## src/rtl/gate_test_sequencer.sv

```systemverilog
// Run controller for the three-input gate checker: debounced START, fixed-length run, frozen verdict.
// Optional SEQ_BUSY_BLINK_EN: busy/error LEDs blink at the checker step rate instead of steady levels.
module gate_test_sequencer #(
    parameter int unsigned STEP_CYCLES     = 50000001,
    parameter int unsigned ROUNDS          = 3,
    parameter int unsigned DEBOUNCE_CYCLES = 1000000,
    parameter int unsigned CNT_W           = 32
) (
    input  logic       clk,
    input  logic       rst_n,
    input  logic       start_btn_i,
    input  logic       abort_btn_i,
    input  logic [2:0] gate_sw_i,
    input  logic [2:0] chk_pass_i,
    input  logic [2:0] chk_fail_i,
    output logic       chk_enable_o,
    output logic [2:0] chk_gate_sel_o,
    output logic       busy_o,
    output logic       done_o,
    output logic       error_o,
    output logic [2:0] res_pass_o,
    output logic [2:0] res_fail_o,
    output logic       all_pass_o
);

    localparam longint unsigned RunTotal = 64'(ROUNDS) * 64'd8 * 64'(STEP_CYCLES);
    localparam logic [CNT_W-1:0] RunLast = CNT_W'(RunTotal - 64'd1);
    localparam logic [CNT_W-1:0] DebLast = CNT_W'(DEBOUNCE_CYCLES - 1);

    localparam logic [2:0] StIdle   = 3'd0;
    localparam logic [2:0] StArm    = 3'd1;
    localparam logic [2:0] StRun    = 3'd2;
    localparam logic [2:0] StSettle = 3'd3;
    localparam logic [2:0] StDone   = 3'd4;
    localparam logic [2:0] StError  = 3'd5;

    generate
        if (CNT_W < 64 && RunTotal >= (64'd1 << CNT_W)) begin : g_run_cnt_overflow
            $error("ROUNDS*8*STEP_CYCLES does not fit in CNT_W bits");
        end
    endgenerate

    logic [1:0] start_sync_q, abort_sync_q;
    logic [2:0] gate_sync1_q, gate_sync2_q;
    logic       start_s, abort_s;

    always_ff @(posedge clk or negedge rst_n) begin
        if (!rst_n) begin
            start_sync_q <= 2'b00;
            abort_sync_q <= 2'b00;
            gate_sync1_q <= 3'd0;
            gate_sync2_q <= 3'd0;
        end else begin
            start_sync_q <= {start_sync_q[0], start_btn_i};
            abort_sync_q <= {abort_sync_q[0], abort_btn_i};
            gate_sync1_q <= gate_sw_i;
            gate_sync2_q <= gate_sync1_q;
        end
    end

    assign start_s = start_sync_q[1];
    assign abort_s = abort_sync_q[1];

    // One pulse per press: deb_acc_q blocks re-acceptance until the button is released.
    logic [CNT_W-1:0] deb_cnt_q;
    logic             deb_acc_q;
    logic             start_pulse;

    assign start_pulse = start_s && !deb_acc_q && (deb_cnt_q == DebLast);

    always_ff @(posedge clk or negedge rst_n) begin
        if (!rst_n) begin
            deb_cnt_q <= '0;
            deb_acc_q <= 1'b0;
        end else if (!start_s) begin
            deb_cnt_q <= '0;
            deb_acc_q <= 1'b0;
        end else if (start_pulse) begin
            deb_cnt_q <= '0;
            deb_acc_q <= 1'b1;
        end else if (!deb_acc_q) begin
            deb_cnt_q <= deb_cnt_q + 1'b1;
        end
    end

    logic [2:0]       state_q, state_d;
    logic [CNT_W-1:0] run_cnt_q, run_cnt_d;
    logic             settle_q, settle_d;
    logic [2:0]       sel_q, sel_d;
    logic [2:0]       res_pass_q, res_pass_d;
    logic [2:0]       res_fail_q, res_fail_d;

    always_comb begin
        state_d    = state_q;
        run_cnt_d  = run_cnt_q;
        settle_d   = settle_q;
        sel_d      = sel_q;
        res_pass_d = res_pass_q;
        res_fail_d = res_fail_q;
        case (state_q)
            StIdle: begin
                if (start_pulse) state_d = StArm;
            end
            StArm: begin
                sel_d      = gate_sync2_q;
                res_pass_d = 3'd0;
                res_fail_d = 3'd0;
                run_cnt_d  = '0;
                settle_d   = 1'b0;
                state_d    = (gate_sync2_q > 3'd4) ? StError : StRun;
            end
            StRun: begin
                // Abort takes priority over the terminal count.
                if (abort_s) begin
                    run_cnt_d = '0;
                    state_d   = StError;
                end else if (run_cnt_q == RunLast) begin
                    run_cnt_d = '0;
                    settle_d  = 1'b0;
                    state_d   = StSettle;
                end else begin
                    run_cnt_d = run_cnt_q + 1'b1;
                end
            end
            StSettle: begin
                if (abort_s) begin
                    settle_d = 1'b0;
                    state_d  = StError;
                end else if (settle_q) begin
                    res_pass_d = chk_pass_i;
                    res_fail_d = chk_fail_i;
                    settle_d   = 1'b0;
                    state_d    = StDone;
                end else begin
                    settle_d = 1'b1;
                end
            end
            StDone, StError: begin
                if (start_pulse) state_d = StArm;
            end
            default: state_d = StIdle;
        endcase
    end

    always_ff @(posedge clk or negedge rst_n) begin
        if (!rst_n) begin
            state_q    <= StIdle;
            run_cnt_q  <= '0;
            settle_q   <= 1'b0;
            sel_q      <= 3'd0;
            res_pass_q <= 3'd0;
            res_fail_q <= 3'd0;
        end else begin
            state_q    <= state_d;
            run_cnt_q  <= run_cnt_d;
            settle_q   <= settle_d;
            sel_q      <= sel_d;
            res_pass_q <= res_pass_d;
            res_fail_q <= res_fail_d;
        end
    end

    assign chk_enable_o   = (state_q == StRun);
    assign chk_gate_sel_o = sel_q;
    assign done_o         = (state_q == StDone);
    assign res_pass_o     = res_pass_q;
    assign res_fail_o     = res_fail_q;
    assign all_pass_o     = &res_pass_q;

`ifdef SEQ_BUSY_BLINK_EN
    localparam logic [CNT_W-1:0] StepLast = CNT_W'(STEP_CYCLES - 1);

    logic [CNT_W-1:0] blink_cnt_q;
    logic             blink_q;

    // Phase restarts high on every state change so RUN and ERROR both begin lit.
    always_ff @(posedge clk or negedge rst_n) begin
        if (!rst_n) begin
            blink_cnt_q <= '0;
            blink_q     <= 1'b1;
        end else if (state_d != state_q) begin
            blink_cnt_q <= '0;
            blink_q     <= 1'b1;
        end else if (blink_cnt_q == StepLast) begin
            blink_cnt_q <= '0;
            blink_q     <= ~blink_q;
        end else begin
            blink_cnt_q <= blink_cnt_q + 1'b1;
        end
    end

    assign busy_o  = (state_q == StRun) ? blink_q : (state_q == StArm || state_q == StSettle);
    assign error_o = (state_q == StError) && blink_q;
`else
    assign busy_o  = (state_q == StArm) || (state_q == StRun) || (state_q == StSettle);
    assign error_o = (state_q == StError);
`endif

endmodule

```

## config.mk

```make
export PLATFORM = sky130hd
export DESIGN_NAME = gate_test_sequencer
export DESIGN_NICKNAME = d
export VERILOG_FILES = /design/src/rtl/gate_test_sequencer.sv
export SDC_FILE = /design/constraint.sdc
export NUM_CORES = 1
export LEC_CHECK = 0
export ABC_AREA = 0
export CAP_MARGIN = 40
export CORE_ASPECT_RATIO = 1.5
export CORE_UTILIZATION = 40
export DETAILED_ROUTE_END_ITERATION = 10
export DONT_BUFFER_PORTS = 1
export PLACE_DENSITY = 0.52
export SYNTH_ARGS = -nofsm -noshare
export SYNTH_HDL_FRONTEND = slang
export SYNTH_SLANG_ARGS = --single-unit
```

## constraint.sdc

```tcl
create_clock -name clk -period 3.2 [get_ports clk]
set_input_delay 0.48 -clock clk [delete_from_list [all_inputs] [get_ports clk]]
set_output_delay 0.48 -clock clk [all_outputs]
set_load 0.01 [all_outputs]
```

==> results.cfg <==
[grt]
grt_max_degree = 89
grt_pass1_vias = 3142
grt_pass1_wl_mm = 15.8
antenna_found_initial = 0
grt_util_all_layers_pct = 18.2
grt-ovfl-total = 0

[die]
initial_core_util_pct = 41.1
die-area_um2 = 11300
coreArea_um2 = 10600
io_pins = 27
fp.dieW_um = 87.2
rows = 46
die_h_um = 130

[critical_path]
reg2reg_from = run_cnt_q[12]
cp-endpoint = run_cnt_q[14]
r2r_slack_ps = 730
cp.depth = 6
cp_slowest_cell = or4b_1
arrival_ps = 2690
r2r-end = run_cnt_q[14]
path_delay_family = simple AND/OR/NAND/NOR gates
path_class = flop to flop
reg2regPathDepth = 6
crit_chain = or4b_1 > nor4_4 > a21oi_2 > nor2_2 > buf_4 > nor2_1
path_buf_inv = 1
crit_fanout = 17
worst_setup_path_end_kind = flop
slowest_delay_ps = 610
start_kind = flop
required_ps = 3420
crit_path_start = run_cnt_q[12]

[synthesis]
syn_avg_cell_area_um2 = 9.74
synth-xor-area-share_pct = 10.3
ys.flop_type = dfrtp_1
syn-num-nets = 462
synthSimpleGateAreaFrac_pct = 28.3
synth.largest_area_cell = dfrtp_1
syn_area_um2 = 4350
synthDistinctLibCells = 54
synth-warning-count = 0
synth_compound_area_share_pct = 6.04
synthAdderAreaFrac_pct = 0.575
synth.most_common_cell = dfrtp_1
synth_top_family_by_area = simple AND/OR/NAND/NOR gates
yosys-top-cells-area = dfrtp_1, xor2_1, nor2_1, nand4_1, nand2_1
synth.area.mux_share_pct = 2.01
synth_edf_count = 0
async_flop_share_pct = 100
ys_ff_latch = 88
synth_top_area_share_pct = 50.6
synth_common_cells = dfrtp_1, nor2_1, xor2_1
ys_seq_area_share_pct = 50.6
synthCells = 447

[power]
p_per_area_nw_per_um2 = 442
p_leak_nw = 2.09
ir_worst_vdd_uv = 290

[clock_tree]
cts_tree = yes
cts.sinks = 88
path_clk_slew_ps = 60
cts_hold_buf = 1
cts_made_buffers = 9
cts_max_level = 3
ctsResizeCount = 0
clk_latency_ps = 340
cts_setup_buffers = 0
cts_buffer_depth = 2
cts_root_buf = clkbuf_16

[placement]
hpwl_mm = 6.35
placedInstanceArea_um2 = 4540
dpl_worst_slack_ps = 753
placement.io_buffers = 0
place_congestion = 0.804

[cells_and_area]
area_growth_pct = 11.1
final_cell_area_um2 = 4840
fin_nets = 465
drive_gt1_share_pct = 9.25
antenna_cells = 0
fill_cells = 1094

[drt]
routed_wirelength_mm = 9.16
drt-pass1-iter-count = 4
routedWlPerCell_um = 15.3
drcViolationCount = 0
via_per_inst = 5.26
vias = 3144
ant_nets = 0
drtIter0Drc = 125

[timing]
setup_viol = 0
worst_pin_slew_ps = 821
hold_ws_ps = 53.4
skew_ps = 6.06
fin_crit_ps = 2470
drv_slew = 0
rsz0062_at_grt = false
fin_crit_sh_pct = 77.3
setup_tns_ps = 0
hold_viol = 0
slew-limit-headroom_pct = 45.1
max_clock_freq_ghz = 0.405
setup_slack_ps = 728

[worst_hold_path]
hold_class = input port to asynchronous set/reset pin

[status]
status = finished, final reports clean

[job]
max_cap_viol_count = 0
[power by group]
| group | total (mW) | switching [mW] | internal, mW |
|---|---|---|---|
| Sequential | 1.13 | 0.00583 | 1.12 |
| Combinational | 0.0407 | 0.0321 | 0.00858 |
| Clock | 0.971 | 0.412 | 0.558 |
[cell usage in the layout, fill, tap and decap left out, types with 2 or more instances in the layout]
cell type and count:
nand2b_1 5, a21oi_1 5, buf_4 10, a21o_1 2, o21ai_0 16, nor4b_1 4
xor2_1 43, and4_1 5, nand4_1 32, and3_1 9, o31ai_1 2, a22o_1 3
nor3_2 2, clkbuf_16 9, nor4_1 7, a22oi_1 2, or3_1 3, dfrtp_1 88
inv_1 5, nand2_1 38, mux2_1 2, clkbuf_8 2, a31oi_1 2, nor3_1 7
nor2_1 70, mux2i_1 2, and2_1 8, nand3_1 27, xnor2_1 8, mux2_2 4
ha_1 2, clkinv_2 4
[how the worst min path moves through the flow]
stage               cells after the start  slack [ps]               to   from
detailed placement                      0         190    res_fail_o[1]  rst_n
floorplan                               0         180  abort_sync_q[0]  rst_n
global route                            1          90    deb_cnt_q[19]  rst_n
finish                                  1          50       state_q[2]  rst_n
CTS                                     1          70    run_cnt_q[22]  rst_n
global placement                        0         190    deb_cnt_q[16]  rst_n
[routing by layer]
metal  vias up  track usage (%)  wire, um  part of all wire, %
li1       1579                -         -                    -
met1      1527             21.7      3920                   43
met2        20             31.4      4760                   52
met3        18             3.54       173                  1.9
met4         0             8.49       308                  3.4
met5         -                0         0                    0
[registers in the layout, indices dropped and copies added (netlist names)]
name and cells:
chk_gate_sel_o 3, settle_q 1, gate_sync2_q 3, state_q 3, res_pass_o 3, start_sync_q 2, abort_sync_q 2, gate_sync1_q 3
deb_cnt_q 32, res_fail_o 3, run_cnt_q 32, deb_acc_q 1
[layout make-up]
type	count	area, um2	share of cell area, %
sequential	88	2200	45.5
multi-input combinational	335	2060	42.6
clock buffer	11	253	5.23
tap	144	180	3.73
timing repair buffer	11	103	2.12
clock inverter	4	20.0	0.414
inverter	5	18.8	0.388
[cell families (layout without fill, tap and decap cells)]
| logic type | count (synthesis) | in the layout |
|---|---|---|
| buffers and inverters | 24 | 31 |
| flip-flops | 88 | 88 |
| XOR/XNOR | 51 | 51 |
| AND/OR/NAND/NOR | 234 | 234 |
| multiplexers | 8 | 8 |
| adder cells (fa/ha/maj) | 2 | 2 |
| AO/OA/AOI/OAI | 40 | 40 |
[metrics by stage]
step,util (%),power [mW],cells
3_5_place_dp,42.8,1.17,582
6_report,45.7,2.14,598
3_3_place_gp,42.8,1.17,582
2_1_floorplan,-,1.16,447
5_1_grt,45.7,2.22,598
4_1_cts,45.7,2.17,598
[worst reg2reg max path, stage by stage, from the launching register on]
cell and delay (ps):
dfrtp_1 420, or4b_1 610, nor4_4 370, a21oi_2 260, nor2_2 340, buf_4 290, nor2_1 80
Power figures use the tool's default switching activity.
